### src/rtl/fp_exe_seq.sv
// FP execute sequencer: routes tagged ops to single-cycle, FMA or div/sqrt
// paths and gathers completions into a credit-protected response FIFO.
module fp_exe_seq #(
  parameter int FLEN    = 32,
  parameter int TAGW    = 4,
  parameter int DEPTH   = 4,
  parameter int FMA_LAT = 3
) (
  input  logic            clock,
  input  logic            reset,
  input  logic            flush,
  input  logic            req_valid,
  output logic            req_ready,
  input  logic [1:0]      req_kind,
  input  logic [TAGW-1:0] req_tag,
  input  logic [FLEN-1:0] sc_result,
  input  logic [4:0]      sc_flags,
  output logic            fma_issue,
  input  logic [FLEN-1:0] fma_result,
  input  logic [4:0]      fma_flags,
  output logic            div_start,
  output logic            div_kill,
  input  logic            div_done,
  input  logic [FLEN-1:0] div_result,
  input  logic [4:0]      div_flags,
  output logic            div_ack,
  output logic            rsp_valid,
  input  logic            rsp_ready,
  output logic [TAGW-1:0] rsp_tag,
  output logic [FLEN-1:0] rsp_result,
  output logic [4:0]      rsp_flags
);

  localparam int PW = (DEPTH > 1) ? $clog2(DEPTH) : 1;
  localparam int CW = PW + 1;
  localparam int UW = $clog2(DEPTH + FMA_LAT + 2) + 1;

  logic [TAGW-1:0] q_tag [DEPTH];
  logic [FLEN-1:0] q_res [DEPTH];
  logic [4:0]      q_flg [DEPTH];
  logic [PW-1:0]   wr_ptr, rd_ptr;
  logic [CW-1:0]   count;

  logic [FMA_LAT-1:0] fma_v;
  logic [TAGW-1:0]    fma_t [FMA_LAT];

  logic            div_busy;
  logic [TAGW-1:0] div_tag;

  logic [UW-1:0]   used;
  logic            fma_retire, div_take, kind_ok, accept;
  logic            sc_push, push, pop;
  logic [TAGW-1:0] p_tag;
  logic [FLEN-1:0] p_res;
  logic [4:0]      p_flg;

  assign fma_retire = fma_v[FMA_LAT-1];
  // Retiring FMA owns the FIFO write port; a done div waits for it.
  assign div_take   = div_done && div_busy && !fma_retire && !flush;

  // Credits held: queued entries, FMAs in the pipe and an outstanding div.
  always_comb begin
    used = UW'(count) + UW'(div_busy);
    for (int i = 0; i < FMA_LAT; i++)
      used = used + UW'(fma_v[i]);
  end

  // Per-kind acceptance; a single-cycle op needs the free write port.
  always_comb begin
    kind_ok = 1'b0;
    unique case (req_kind)
      2'd0: kind_ok = !fma_retire && !div_take;
      2'd1: kind_ok = 1'b1;
      2'd2: kind_ok = !div_busy;
      2'd3: kind_ok = 1'b0;
    endcase
  end

  assign req_ready = !reset && !flush && (used < UW'(DEPTH)) && kind_ok;
  assign accept    = req_valid && req_ready;
  assign fma_issue = accept && (req_kind == 2'd1);
  assign div_start = accept && (req_kind == 2'd2);
  assign sc_push   = accept && (req_kind == 2'd0);
  assign div_ack   = div_take;
  assign div_kill  = flush && div_busy;

  assign push = !flush && (fma_retire || div_take || sc_push);
  assign pop  = (count != '0) && rsp_ready;

  // Enqueue source select: FMA, then div, then single-cycle.
  always_comb begin
    p_tag = req_tag;
    p_res = sc_result;
    p_flg = sc_flags;
    if (fma_retire) begin
      p_tag = fma_t[FMA_LAT-1];
      p_res = fma_result;
      p_flg = fma_flags;
    end else if (div_take) begin
      p_tag = div_tag;
      p_res = div_result;
      p_flg = div_flags;
    end
  end

  // Response FIFO storage and pointers.
  always_ff @(posedge clock or posedge reset) begin
    if (reset) begin
      wr_ptr <= '0;
      rd_ptr <= '0;
      count  <= '0;
      for (int i = 0; i < DEPTH; i++) begin
        q_tag[i] <= '0;
        q_res[i] <= '0;
        q_flg[i] <= '0;
      end
    end else if (flush) begin
      wr_ptr <= '0;
      rd_ptr <= '0;
      count  <= '0;
    end else begin
      if (push) begin
        q_tag[wr_ptr] <= p_tag;
        q_res[wr_ptr] <= p_res;
        q_flg[wr_ptr] <= p_flg;
        wr_ptr        <= wr_ptr + 1'b1;
      end
      if (pop)
        rd_ptr <= rd_ptr + 1'b1;
      count <= count + CW'(push) - CW'(pop);
    end
  end

  // FMA tracking shift register: valid bit and tag per stage.
  always_ff @(posedge clock or posedge reset) begin
    if (reset) begin
      fma_v <= '0;
      for (int i = 0; i < FMA_LAT; i++)
        fma_t[i] <= '0;
    end else begin
      fma_v[0] <= fma_issue;
      fma_t[0] <= req_tag;
      for (int i = 1; i < FMA_LAT; i++) begin
        fma_v[i] <= fma_v[i-1];
        fma_t[i] <= fma_t[i-1];
      end
      if (flush)
        fma_v <= '0;
    end
  end

  // Single outstanding div/sqrt: busy flag and its tag.
  always_ff @(posedge clock or posedge reset) begin
    if (reset) begin
      div_busy <= 1'b0;
      div_tag  <= '0;
    end else if (flush) begin
      div_busy <= 1'b0;
    end else if (div_start) begin
      div_busy <= 1'b1;
      div_tag  <= req_tag;
    end else if (div_take) begin
      div_busy <= 1'b0;
    end
  end

  assign rsp_valid  = (count != '0);
  assign rsp_tag    = q_tag[rd_ptr];
  assign rsp_result = q_res[rd_ptr];
  assign rsp_flags  = q_flg[rd_ptr];

endmodule

### config.mk
export PLATFORM = sky130hd
export DESIGN_NAME = fp_exe_seq
export DESIGN_NICKNAME = d
export VERILOG_FILES = /design/src/rtl/fp_exe_seq.sv
export SDC_FILE = /design/constraint.sdc
export NUM_CORES = 1
export LEC_CHECK = 0
export ABC_AREA = 0
export BUFFER_PORTS_ARGS = -buffer_cell sky130_fd_sc_hd__buf_2
export CAP_MARGIN = 20
export CORE_UTILIZATION = 40
export CTS_CLUSTER_SIZE = 30
export DETAILED_ROUTE_END_ITERATION = 10
export PLACE_DENSITY_LB_ADDON = 0.08
export SLEW_MARGIN = 10
export SYNTH_ARGS = -nofsm -noshare
export SYNTH_HDL_FRONTEND = slang
export SYNTH_SLANG_ARGS = --single-unit
### constraint.sdc
create_clock -name clock -period 10.45 [get_ports clock]
set_input_delay 1.045 -clock clock [delete_from_list [all_inputs] [get_ports clock]]
set_output_delay 1.045 -clock clock [all_outputs]
set_load 0.1 [all_outputs]
==> impl_metrics.py <==
metrics = {
    "detailed_routing": {
        "vias": 5542,
        "via_per_inst": 5.13,
        "top_layer": "met4",
        "routed_wl_um": 19700,
        "drtPass1Iterations": 5,
        "route.met2.wl_um": 9740,
        "drc": 0,
        "ant_nets": 0,
        "wl_met3_um": 851,
        "drt_iter0_markers": 256,
        "met1Wirelength_um": 9030,
        "wire_per_inst_um": 18.3,
    },
    "timing": {
        "fin_crit_ps": 4360,
        "fin_crit_sh_pct": 41.7,
        "maxSlewViolCount": 0,
        "setup-violations-final": 0,
        "skew_ps": 11.0,
        "finalHoldViolCount": 0,
        "layout_setup_ws_ps": 6090,
        "worst_pin_slew_ps": 955,
        "fin_tns_setup_ps": 0,
        "clock.fmax_mhz": 229,
        "slew_headroom_pct": 36.3,
        "rsz0062_at_grt": "false",
    },
    "synth": {
        "synth_seq_area_share_pct": 51.4,
        "synth_flop_cell": "dfrtp_1",
        "synth_edf_count": 0,
        "syn-cell-area_um2": 9290,
        "postSynthCellCount": 630,
        "synth-xor-area-share_pct": 0.471,
        "yosysWarnings": 0,
        "yosys.area_share.adder_pct": 1.51,
        "synth_compound_area_share_pct": 2.88,
        "syn-mean-instance-area_um2": 14.7,
        "synthArstFlopShare_pct": 100,
        "synth.distinct_cells": 37,
        "muxShareOfSynthArea_pct": 36.2,
        "ys_seq_elements": 191,
        "synth_top_family_by_area": "multiplexers",
        "synth-simple-area-share_pct": 3.89,
        "synth_nets": 763,
    },
    "place": {
        "post-place-ws_ps": 6490,
        "portBuffers": 169,
        "gp_congestion": 0.746,
        "dp_hpwl_um": 11900,
    },
    "worst_setup_path": {
        "worst_path_largest_cell_delay_ps": 600,
        "arrival_ps": 3320,
        "worst-endpoint-required_ps": 9410,
        "r2r_slack_ps": 6670,
        "path_buf_inv": 3,
        "crit_chain": "buf_4 -> fa_1 -> ha_1 -> a21oi_1 -> o21a_1 -> nand3_1 -> inv_1 -> buf_2",
        "critPathKind": "reg2out",
        "slowest_stage": "buf_4",
        "path_max_fanout": 86,
        "start_kind": "flop",
        "cp_top_family": "buffers and inverters",
        "cp-end-kind": "output pin",
    },
    "layout": {
        "fin_nets": 915,
        "diodes": 0,
        "area_growth_pct": 16.7,
        "drive_gt1_share_pct": 47.5,
        "postLayoutCoreUtil_pct": 47.8,
        "most-common-layout-cells": "dfrtp_1, buf_2, mux2_2",
        "nFillCells": 1976,
        "layout_commonest_cell": "dfrtp_1",
    },
    "global_route": {
        "grt_pass1_wl_um": 32100,
        "antenna_found_initial": 0,
        "grt_overflow": 0,
        "grt_pass1_vias": 5964,
        "grt_max_degree": 119,
        "grt_usage_pct": 17.5,
    },
    "clock_tree": {
        "cts_root_buffer": "clkbuf_16",
        "clockBufferDepth": 2,
        "cts_inserted_buffers": 17,
        "insertion_delay_ps": 430,
        "htree_num_levels": 4,
        "cts_tree": "done",
        "cts.sinks": 191,
        "hold_buffers": 0,
        "cts_setup_buffers": 0,
        "clk_pin_slew_worst_paths_ps": 70,
        "cts-resized-gates": 0,
    },
    "floorplan": {
        "die_w_um": 154,
        "rows": 55,
        "die_area_um2": 23800,
        "coreArea_um2": 22700,
        "ios": 170,
        "fp.dieH_um": 154,
        "start_util_pct": 40.9,
    },
    "flow_run": {
        "cap_viol_max_count": 0,
    },
    "power": {
        "powerDensity_nw_per_um2": 262,
        "power.total_mw": 2.84,
        "power.leakage_nw": 5.35,
        "ir_drop_v": 0.000172,
    },
    "worst_hold_path": {
        "min_path_type": "reg2reg",
    },
    "run_status": {
        "outcome": "completed",
    },
}
[per-stage QoR]
step / instance area, um2 / instances / hold WS [ps]
after floorplan: 9290 / 630 / 331
final: 10800 / 1080 / 352
after global routing: 10800 / 1080 / 363
after CTS: 10800 / 1079 / 354
after detailed placement: 10200 / 1047 / 336
after global placement: 10200 / 1047 / 332
[Yosys cell counts (all sizes together), types with 3 or more instances]
master  instances  share of area, %
dfrtp         191                51
mux2          168                22
nand2          48               2.3
o21ai          44               2.5
mux2i          42               4.5
mux4           41               9.9
buf            25               2.6
clkbuf         16              0.65
inv            10              0.40
nor2            9              0.36
ha              8               1.1
nor2b           3              0.20
xnor2           3              0.28
[layout make-up]
type,instances,area (um2),area share [%]
Clock buffer,18,439,4.05
Clock inverter,14,144,1.33
Inverter,10,42.5,0.392
Multi-Input combinational cell,388,4170,38.5
Sequential cell,191,4790,44.1
Tap cell,285,357,3.29
Timing Repair Buffer,174,903,8.33
[flip-flops by register name (all words and copies together), names as in the netlist]
name / flops
wr_ptr: 2
div_busy: 1
rd_ptr: 2
q_tag: 16
fma_t: 12
count: 3
q_res: 128
fma_v: 3
div_tag: 4
q_flg: 20
[per-layer routing]
metal | GRT usage, % | vias to the layer above
met5 | 0 | -
met4 | 3.35 | 0
met3 | 4.29 | 6
met2 | 29.6 | 114
met1 | 22.9 | 2830
li1 | - | 2592
[report_power, final]
part | internal, mW | leakage (nW) | switching [mW]
registers | 0.838 | 2.55 | 0.0995
clock network | 0.344 | 0.287 | 0.294
logic | 0.328 | 2.51 | 0.934
[path summary, 6_finish.rpt]
kind                                    start                    end  depth (start not counted)
setup / recovery           fma_v[2]$_DFF_PP0_              div_start                          8
hold / removal             fma_t[5]$_DFF_PP0_     fma_t[1]$_DFF_PP0_                          0
setup reg to reg           fma_v[2]$_DFF_PP0_     count[2]$_DFF_PP0_                         14
hold reg to reg            fma_t[5]$_DFF_PP0_     fma_t[1]$_DFF_PP0_                          0
max in group asynchronous               reset  rd_ptr[0]$_DFFE_PP0P_                          3
min in group asynchronous               reset   q_flg[2]$_DFFE_PP0P_                          2
[cells by family (layout without fill, tap and decap cells)]
logic type,count (synthesis),after routing
muxes,251,251
AOI/OAI and AO/OA,49,49
DFF,191,191
and+or+nand+nor,73,73
xor gates and xnor gates,5,5
buffers and inverters,51,216
adders and majority gates,10,10
Note: power is estimated with default switching activity, not from simulation.
